`src/rtl/uc_pkg.sv`:
```
`default_nettype none
// +------------------------------------------------------------------+
// | Module  : uc_pkg                                                 |
// | Purpose : Shared types and encodings for the multicycle control  |
// |           unit: state enum, opcodes, ALUOp, MemtoReg, ALUSrcB    |
// |           and PCSource selects.                                  |
// | Rev     : 1.0  initial release                                   |
// +------------------------------------------------------------------+
package uc_pkg;

   // Controller states; EXCEPT is only reachable when UC_EXCEPTION_EN is defined
   typedef enum logic [3:0] {
      ST_FETCH    = 4'd0,
      ST_DECODE   = 4'd1,
      ST_RTYPE    = 4'd2,
      ST_RTYPE_WB = 4'd3,
      ST_MEM_ADDR = 4'd4,
      ST_LW_READ  = 4'd5,
      ST_LW_WB    = 4'd6,
      ST_SW_WRITE = 4'd7,
      ST_BRANCH   = 4'd8,
      ST_ADDI     = 4'd9,
      ST_ADDI_WB  = 4'd10,
      ST_LUI      = 4'd11,
      ST_JUMP     = 4'd12,
      ST_EXCEPT   = 4'd13
   } uc_state_e;

   // Opcodes (IR[31:26])
   localparam logic [5:0] OP_RTYPE = 6'h00;
   localparam logic [5:0] OP_J     = 6'h02;
   localparam logic [5:0] OP_BEQ   = 6'h04;
   localparam logic [5:0] OP_BNE   = 6'h05;
   localparam logic [5:0] OP_ADDI  = 6'h08;
   localparam logic [5:0] OP_LUI   = 6'h0F;
   localparam logic [5:0] OP_LW    = 6'h23;
   localparam logic [5:0] OP_SW    = 6'h2B;

   // ALU operation select (low two bits of ALUOp)
   localparam logic [1:0] ALU_ADD   = 2'd0;
   localparam logic [1:0] ALU_SUB   = 2'd1;
   localparam logic [1:0] ALU_FUNCT = 2'd2;

   // Write-back source
   localparam logic [1:0] M2R_ALUOUT = 2'd0;
   localparam logic [1:0] M2R_MDR    = 2'd1;
   localparam logic [1:0] M2R_LUI    = 2'd2;

   // ALU B operand source
   localparam logic [1:0] SRCB_REG    = 2'd0;
   localparam logic [1:0] SRCB_FOUR   = 2'd1;
   localparam logic [1:0] SRCB_IMM    = 2'd2;
   localparam logic [1:0] SRCB_IMM_SH = 2'd3;

   // PC source
   localparam logic [1:0] PCSRC_ALU    = 2'd0;
   localparam logic [1:0] PCSRC_ALUOUT = 2'd1;
   localparam logic [1:0] PCSRC_JUMP   = 2'd2;
   localparam logic [1:0] PCSRC_VECTOR = 2'd3;

   // States that stretch by MEM_WAIT extra cycles (memory access states)
   function automatic logic is_multi_cycle(input uc_state_e s);
      return (s == ST_FETCH) || (s == ST_LW_READ) || (s == ST_SW_WRITE);
   endfunction

endpackage
`default_nettype wire

```
`src/rtl/uc_wait_cnt.sv`:
```
`default_nettype none
// +------------------------------------------------------------------+
// | Module  : uc_wait_cnt                                            |
// | Purpose : 4-bit memory wait counter. Held at zero while clear is |
// |           high, counts while enable is high; done flags that the |
// |           count has reached MEM_WAIT.                            |
// | Rev     : 1.0  initial release                                   |
// +------------------------------------------------------------------+
module uc_wait_cnt #(
   parameter int MEM_WAIT = 0
)(
   input  logic clk,
   input  logic rst,
   input  logic clear,
   input  logic enable,
   output logic done
);

   localparam logic [3:0] WAIT_LIMIT = 4'(MEM_WAIT);

   logic [3:0] cnt_q;
   logic [3:0] cnt_d;

   // Next count: clear has priority over counting
   always_comb begin
      cnt_d = cnt_q;
      if (clear) begin
         cnt_d = 4'd0;
      end else if (enable) begin
         cnt_d = cnt_q + 4'd1;
      end
   end

   // Counter register with synchronous reset
   always_ff @(posedge clk) begin
      if (rst) begin
         cnt_q <= 4'd0;
      end else begin
         cnt_q <= cnt_d;
      end
   end

   assign done = (cnt_q == WAIT_LIMIT);

endmodule
`default_nettype wire

```
`src/rtl/uc_multi.sv`:
```
`default_nettype none
// +------------------------------------------------------------------+
// | Module  : uc_multi                                               |
// | Purpose : Moore-style control unit for a multicycle MIPS-like    |
// |           datapath with configurable memory wait states.         |
// | Config  : UC_EXCEPTION_EN - adds EXCEPT state and EPCWrite port  |
// |           for unknown opcodes (otherwise they return to FETCH).  |
// | Rev     : 1.0  initial release                                   |
// +------------------------------------------------------------------+
module uc_multi
   import uc_pkg::*;
#(
   parameter int MEM_WAIT = 0,
   parameter int ALUOP_W  = 3
)(
   input  logic               Clk,
   input  logic               Reset,
   input  logic [5:0]         Op,
   output logic               PCWrite,
   output logic               PCWriteCond,
   output logic               PCWriteCondNeg,
   output logic               IorD,
   output logic               MemWrite,
   output logic               IRWrite,
   output logic               ALUSrcA,
   output logic               RegWrite,
   output logic               RegDst,
   output logic               AWrite,
   output logic               BWrite,
   output logic               ALUOutWrite,
   output logic [1:0]         MemtoReg,
   output logic [1:0]         PCSource,
   output logic [1:0]         ALUSrcB,
   output logic [ALUOP_W-1:0] ALUOp,
`ifdef UC_EXCEPTION_EN
   output logic               EPCWrite,
`endif
   output logic [3:0]         State
);

   uc_state_e  state_q;
   uc_state_e  state_d;
   logic       wait_done;
   logic       wait_en;
   logic       wait_clr;
   logic [1:0] alu_sel;

   // Count only while stalled in a memory state; otherwise hold at zero so
   // the counter is already clear on entry to the next memory state.
   assign wait_en  = is_multi_cycle(state_q) && !wait_done;
   assign wait_clr = !wait_en;

   uc_wait_cnt #(
      .MEM_WAIT (MEM_WAIT)
   ) u_wait_cnt (
      .clk    (Clk),
      .rst    (Reset),
      .clear  (wait_clr),
      .enable (wait_en),
      .done   (wait_done)
   );

   // Next-state logic; Op is consulted only in DECODE and MEM_ADDR
   always_comb begin
      state_d = state_q;
      case (state_q)
         ST_FETCH:    if (wait_done) state_d = ST_DECODE;
         ST_DECODE: begin
            case (Op)
               OP_RTYPE:      state_d = ST_RTYPE;
               OP_LW, OP_SW:  state_d = ST_MEM_ADDR;
               OP_BEQ, OP_BNE: state_d = ST_BRANCH;
               OP_ADDI:       state_d = ST_ADDI;
               OP_LUI:        state_d = ST_LUI;
               OP_J:          state_d = ST_JUMP;
`ifdef UC_EXCEPTION_EN
               default:       state_d = ST_EXCEPT;
`else
               default:       state_d = ST_FETCH;
`endif
            endcase
         end
         ST_RTYPE:    state_d = ST_RTYPE_WB;
         ST_MEM_ADDR: state_d = (Op == OP_LW) ? ST_LW_READ : ST_SW_WRITE;
         ST_LW_READ:  if (wait_done) state_d = ST_LW_WB;
         ST_SW_WRITE: if (wait_done) state_d = ST_FETCH;
         ST_ADDI:     state_d = ST_ADDI_WB;
         default:     state_d = ST_FETCH;
      endcase
   end

   // State register; reset returns to FETCH from anywhere, including mid-wait
   always_ff @(posedge Clk) begin
      if (Reset) begin
         state_q <= ST_FETCH;
      end else begin
         state_q <= state_d;
      end
   end

   // Output decode from state and wait status; everything forced low in reset
   always_comb begin
      PCWrite        = 1'b0;
      PCWriteCond    = 1'b0;
      PCWriteCondNeg = 1'b0;
      IorD           = 1'b0;
      MemWrite       = 1'b0;
      IRWrite        = 1'b0;
      ALUSrcA        = 1'b0;
      RegWrite       = 1'b0;
      RegDst         = 1'b0;
      AWrite         = 1'b0;
      BWrite         = 1'b0;
      ALUOutWrite    = 1'b0;
      MemtoReg       = M2R_ALUOUT;
      PCSource       = PCSRC_ALU;
      ALUSrcB        = SRCB_REG;
      alu_sel        = ALU_ADD;
`ifdef UC_EXCEPTION_EN
      EPCWrite       = 1'b0;
`endif
      if (!Reset) begin
         case (state_q)
            ST_FETCH: begin
               ALUSrcB = SRCB_FOUR;
               PCWrite = wait_done;
               IRWrite = wait_done;
            end
            ST_DECODE: begin
               AWrite      = 1'b1;
               BWrite      = 1'b1;
               ALUSrcB     = SRCB_IMM_SH;
               ALUOutWrite = 1'b1;
            end
            ST_RTYPE: begin
               ALUSrcA     = 1'b1;
               alu_sel     = ALU_FUNCT;
               ALUOutWrite = 1'b1;
            end
            ST_RTYPE_WB: begin
               RegDst   = 1'b1;
               RegWrite = 1'b1;
            end
            ST_MEM_ADDR, ST_ADDI: begin
               ALUSrcA     = 1'b1;
               ALUSrcB     = SRCB_IMM;
               ALUOutWrite = 1'b1;
            end
            ST_LW_READ: begin
               IorD = 1'b1;
            end
            ST_LW_WB: begin
               MemtoReg = M2R_MDR;
               RegWrite = 1'b1;
            end
            ST_SW_WRITE: begin
               IorD     = 1'b1;
               MemWrite = 1'b1;
            end
            ST_BRANCH: begin
               ALUSrcA        = 1'b1;
               alu_sel        = ALU_SUB;
               PCSource       = PCSRC_ALUOUT;
               PCWriteCond    = (Op == OP_BEQ);
               PCWriteCondNeg = (Op == OP_BNE);
            end
            ST_ADDI_WB: begin
               RegWrite = 1'b1;
            end
            ST_LUI: begin
               MemtoReg = M2R_LUI;
               RegWrite = 1'b1;
            end
            ST_JUMP: begin
               PCSource = PCSRC_JUMP;
               PCWrite  = 1'b1;
            end
`ifdef UC_EXCEPTION_EN
            ST_EXCEPT: begin
               EPCWrite = 1'b1;
               PCWrite  = 1'b1;
               PCSource = PCSRC_VECTOR;
            end
`endif
            default: ;
         endcase
      end
   end

   // Upper ALUOp bits are always zero
   assign ALUOp = ALUOP_W'(alu_sel);
   assign State = state_q;

endmodule
`default_nettype wire

```
`config.mk`:
```
export PLATFORM = sky130hd
export DESIGN_NAME = uc_multi
export DESIGN_NICKNAME = d
export VERILOG_FILES = /design/src/rtl/uc_pkg.sv /design/src/rtl/uc_wait_cnt.sv /design/src/rtl/uc_multi.sv
export SDC_FILE = /design/constraint.sdc
export NUM_CORES = 1
export LEC_CHECK = 0
export ABC_AREA = 1
export CAP_MARGIN = 20
export CORE_MARGIN = 2
export CORE_UTILIZATION = 45
export DETAILED_ROUTE_END_ITERATION = 16
export PLACE_DENSITY = 0.94
export SLEW_MARGIN = 20
export SYNTH_ARGS = -nofsm -noshare
export SYNTH_HDL_FRONTEND = slang
export SYNTH_SLANG_ARGS = --single-unit
```
`constraint.sdc`:
```
create_clock -name Clk -period 2.3 [get_ports Clk]
set_input_delay 0.69 -clock Clk [delete_from_list [all_inputs] [get_ports Clk]]
set_output_delay 0.69 -clock Clk [all_outputs]
set_load 0.02 [all_outputs]
```
==> results.yml, run 1 <==
routing:
  drtAntennaViolNets: 0
  drc: 0
  wirelength_um: 2810
  drt-wirelength-per-cell_um: 12.6
  dr.pass1.iters: 4
  drt_iter0_drc: 38
  via_count: 1138
  vias_per_cell: 5.13
placed_design:
  io_buffers: 31
  pre_cts_ws_ns: -0.750
  gp_congestion: 0.975
  place_area_um2: 1310
  hpwlAfterDp_um: 2010
floorplanning:
  coreArea_um2: 1710
  die_w_um: 46.5
  die_area_um2: 2160
  die-height_um: 46.5
  initial_core_util_pct: 47.5
  num_io_pins: 33
  placementRows: 15
timing:
  finalClockSkew_ns: 0.00208
  setup_viol: 0
  period_share_pct: 97.3
  drv_slew: 0
  period_needed_ns: 2.24
  final_hold_viol_count: 0
  rsz0062_at_grt: "no"
  tns_ns: 0
  max_freq_ghz: 0.447
  setup_slack_ns: 0.0631
logic_synthesis:
  synth_mux_area_share_pct: 0
  syn_area_per_cell_um2: 5.80
  syn_area_um2: 812
  synth_edf_count: 0
  synthSimpleGateAreaFrac_pct: 56.4
  synth_warnings: 0
  synth_top_area_share_pct: 19.7
  ys_seq_area_share_pct: 19.7
  synth_most_common_cell: "nand2_1"
  synth-async-reset-ratio_pct: 0
  synth_area_leader_cell: "dfxtp_1"
  synth_top_family_by_area: "simple AND/OR/NAND/NOR gates"
  synthCells: 140
  synth_adder_area_share_pct: 3.08
  synth_fp_nets: 150
  synth-main-ff-cell: "dfxtp_1"
  ys_seq_elements: 8
  synth_compound_area_share_pct: 3.24
  synthDistinctLibCells: 27
  synthTopCellsByArea: "dfxtp_1 (20%), nand2_1 (15%), nor2_1 (13%), nand3_1 (9.9%), inv_1 (4.6%)"
  synth_xor_area_share_pct: 2.16
  synth.top_cells.by_count: "nand2_1 (33), nor2_1 (29), nand3_1 (16)"
power:
  p_per_area_nw_per_um2: 321
  leakagePower_uw: 0.000681
  vdd_ir_drop_max_uv: 400
clock_tree:
  cts_buffers: 3
  clkSlewWorstSetupHoldPaths_ns: 0.05
  tritoncts: "built"
  cts_root_buffer: "clkbuf_4"
  clock_path_buffers: 2
  insertion_delay_ns: 0.24
  ctsHoldBuffers: 0
  cts_max_level: 1
  cts_sinks: 8
setup_path:
  crit_arrival_ns: 1.55
  start_kind: "primary input"
  path_delay_family: "simple AND/OR/NAND/NOR gates"
  cpPeakStageDelay_ns: 0.26
  critical_path_peak_fanout: 3
  cp_slowest_cell: "dlygate4sd2_1"
  critPathCaptureType: "output pin"
  critPathKind: "in -> out"
  cp_cell_sequence: "dlygate4sd2_1 -> nor2_2 -> nand3_2 -> nor3_2 -> buf_4"
  critPathRequiredTime_ns: 1.61
  crit_buf_inv: 2
finish:
  nets: 209
  n_antenna_cell: 0
  final_core_util_pct: 78.2
  syn2layout_area_growth_pct: 64.4
  final_area_um2: 1340
  drive_gt1_share_pct: 41.6
global_route:
  grt_overflow: 0
  grt_start_max_net_pins: 12
  antenna_found_initial: 0
  track_usage_pct: 27.1
  grt_pass1_vias: 1008
  grt_first_pass_wirelength_um: 4250
run:
  cap_violations: 0
min_path:
  holdCritPathClass: "reg -> reg"
run_status:
  status: "completed"
metrics by stage:
| stage | hold WS (ns) | instances | power (uW) |
|---|---|---|---|
| floorplan | 0.430 | 140 | 249 |
| global placement | 0.445 | 214 | 319 |
| detailed placement | 0.477 | 214 | 324 |
| CTS | 0.486 | 220 | 425 |
| global route | 0.504 | 222 | 451 |
| finish | 0.474 | 222 | 428 |
layer usage:
layer	up-vias	share of wire, %	global-route usage [%]
li1	551	-	-
met1	530	38	31.5
met2	50	53	49.7
met3	7	7.4	3.92
met4	0	1.6	9.14
met5	-	0	0
flip-flops by register name, indices dropped and copies added, names as in the netlist:
name,count
State,4
u_wait_cnt.cnt_q,4
cell type report:
type	instances	area [um2]
clock buffers	3	22.5
fillers	120	373
inverters	17	68.8
multi-input cells	109	598
flip-flops and latches	8	163
well taps	25	31.3
repair buffers	60	452
where the power goes:
part / internal, uW / switching [uW] / total [uW]
sequential: 142 / 5.06 / 147
combinational: 72.8 / 104 / 177
clock: 59.5 / 44.5 / 104
total: 274 / 154 / 428
layout by cell type, fill, tap and decap left out, types with 4 or more instances in the layout:
cell type,n
nand2_2,4
a21oi_1,4
dlygate4sd2_1,10
nand2_1,33
clkdlybuf4s50_1,4
nor2_1,23
buf_2,11
nand3_1,14
buf_4,30
nor2_2,9
dfxtp_1,6
inv_1,8
inv_2,6
path summary, 6_finish.rpt:
path	start	depth (start not counted)	slack (ns)	endpoint
setup / recovery	Op[4]	5	0.06	PCWriteCond
hold / removal	u_wait_cnt.cnt_q[0]	1	0.47	u_wait_cnt.cnt_q[0]
setup reg to reg	State[2]	8	0.94	State[3]
hold reg to reg	u_wait_cnt.cnt_q[0]	1	0.47	u_wait_cnt.cnt_q[0]
what timing repair did:
action | 4_1_cts | 5_1_grt
setup endpoints to repair | 20 | 16
pin swaps | 7 | 2
buffers inserted | 3 | 1
gates cloned | 0 | 1
gates resized for setup | 86 | 10
cell families (layout without fill, tap and decap cells):
| kind of cell | count (synthesis) | count (layout) |
|---|---|---|
| AND/OR/NAND/NOR | 99 | 99 |
| other | 1 | 1 |
| XOR/XNOR | 2 | 2 |
| adder cells (fa/ha/maj) | 2 | 2 |
| AO/OA/AOI/OAI | 5 | 5 |
| buffers and inverters | 23 | 80 |
| flip-flops | 8 | 8 |
(Power assumes the default switching activity.)
==> inputs of run 2 (changes only) <==
--- a/config.mk
+++ b/config.mk
@@ -8,9 +8,9 @@
 export ABC_AREA = 1
 export CAP_MARGIN = 20
 export CORE_MARGIN = 2
-export CORE_UTILIZATION = 45
+export CORE_UTILIZATION = 30
 export DETAILED_ROUTE_END_ITERATION = 16
-export PLACE_DENSITY = 0.94
+export PLACE_DENSITY = 0.65
 export SLEW_MARGIN = 20
 export SYNTH_ARGS = -nofsm -noshare
 export SYNTH_HDL_FRONTEND = slang
==> results.yml, run 2 (synthesized netlist as in run 1, its figures left out) <==
setup_path:
  r2r_end: "State[2]"
  r2r_setup_slack_ns: 0.98
  cp.depth: 4
  critPathKind: "in -> out"
  cp_slowest_cell: "clkdlybuf4s15_1"
  crit_buf_inv: 3
  crit_arrival_ns: 1.57
  critPathCaptureType: "output pin"
  r2r_cells: 9
  start_kind: "primary input"
  critical_path_peak_fanout: 13
  path_delay_family: "buffers and inverters"
  critPathRequiredTime_ns: 1.61
  cp_cell_sequence: "dlygate4sd2_1 -> buf_4 -> nor2_1 -> clkdlybuf4s15_1"
  cpPeakStageDelay_ns: 0.30
  worstReg2RegStart: "State[2]"
routing:
  drc: 0
  vias_per_cell: 4.64
  drtAntennaViolNets: 0
  dr.pass1.iters: 4
  via_count: 1034
  drt_iter0_drc: 19
  drt-wirelength-per-cell_um: 10.7
  wirelength_um: 2380
global_route:
  grt_pass1_vias: 990
  antenna_found_initial: 0
  grt_first_pass_wirelength_um: 4090
  grt_start_max_net_pins: 14
  track_usage_pct: 15.8
  grt_overflow: 0
timing:
  tns_ns: 0
  setup_slack_ns: 0.0432
  period_share_pct: 98.1
  drv_slew: 0
  rsz0062_at_grt: "yes"
  max_freq_ghz: 0.443
  setup_viol: 0
  hold_ws_ns: 0.471
  finalClockSkew_ns: 0.00551
  final_hold_viol_count: 0
  period_needed_ns: 2.26
placed_design:
  pre_cts_ws_ns: -0.696
  io_buffers: 31
  gp_congestion: 0.920
  hpwlAfterDp_um: 1960
clock_tree:
  cts_sinks: 8
  cts_root_buffer: "clkbuf_4"
  ctsHoldBuffers: 0
  cts_buffers: 3
  post_cts_buffers: 0
  cts_max_level: 1
  clkSlewWorstSetupHoldPaths_ns: 0.05
  clock_path_buffers: 2
  insertion_delay_ns: 0.25
  tritoncts: "built"
run_status:
  status: "completed"
finish:
  mostFrequentLayoutCell: "nand2_1"
  drive_gt1_share_pct: 40.4
  nets: 205
  final_core_util_pct: 51.1
  syn2layout_area_growth_pct: 58.7
  n_antenna_cell: 0
  final_cell_mix: "nand2_1 (33), buf_4 (28), nor2_1 (24), nand3_1 (15), buf_2 (10)"
floorplanning:
  placementRows: 18
  die_area_um2: 3140
  die-height_um: 56.0
  num_io_pins: 33
  initial_core_util_pct: 32.2
  die_w_um: 56.0
  coreArea_um2: 2520
run:
  cap_violations: 0
min_path:
  hp-start: "u_wait_cnt.cnt_q[0]"
  holdCritPathClass: "reg -> reg"
  worstHoldEndpoint: "u_wait_cnt.cnt_q[0]"
  worstHoldPathCells: 1
power:
  power_uw: 426
  leakagePower_uw: 0.000651
  vdd_ir_drop_max_uv: 307
  p_per_area_nw_per_um2: 330
-- run 2: cell types whose count changed in the layout (fill, tap and decap cells not counted), moves of 2 or more --
cell,change
buf_4,-2
clkbuf_2,+3
dlygate4sd2_1,-3
nor3_2,+2
-- run 2: area by class of cell --
class                      instances  area, um2
fill                             262       1230
multi-input combinational        109        589
timing repair buffer              56        408
sequential                         8        163
inverter                          17       68.8
tap                               30       37.5
clock buffer                       3       22.5
-- run 2: worst max path at each step --
stage | from | endpoint
after global routing | Op[2] | PCWriteCond
after floorplan | Reset | PCWriteCondNeg
after CTS | Reset | PCWrite
final | Reset | ALUSrcB[0]
after detailed placement | Reset | PCWriteCondNeg
after global placement | Reset | PCWrite
-- run 2: through the flow --
stage / area, um2 / cells
2_1_floorplan: 836 / 140
3_3_place_gp: 1320 / 220
3_5_place_dp: 1320 / 220
4_1_cts: 1290 / 223
5_1_grt: 1290 / 223
6_report: 1290 / 223
-- run 2: power breakdown --
group | internal, uW | leakage (uW) | total [uW] | switching [uW]
combinational | 75.7 | 0.000571 | 174 | 98.5
sequential | 142 | 0.0000658 | 147 | 4.59
clock | 59.5 | 0.0000138 | 105 | 45.3
total | 277 | 0.000651 | 426 | 148
-- run 2: what timing repair did --
action	CTS	global route
gates resized for setup	80	17
setup endpoints to repair	20	14
pin swaps	5	3
-- run 2: routing by layer --
metal	wire length (um)	up-vias	GRT usage, %
met1	1060	462	18.9
met5	0	-	0
li1	-	547	-
met2	1210	25	28.6
met3	115	0	3.49
met4	0	0	3.40
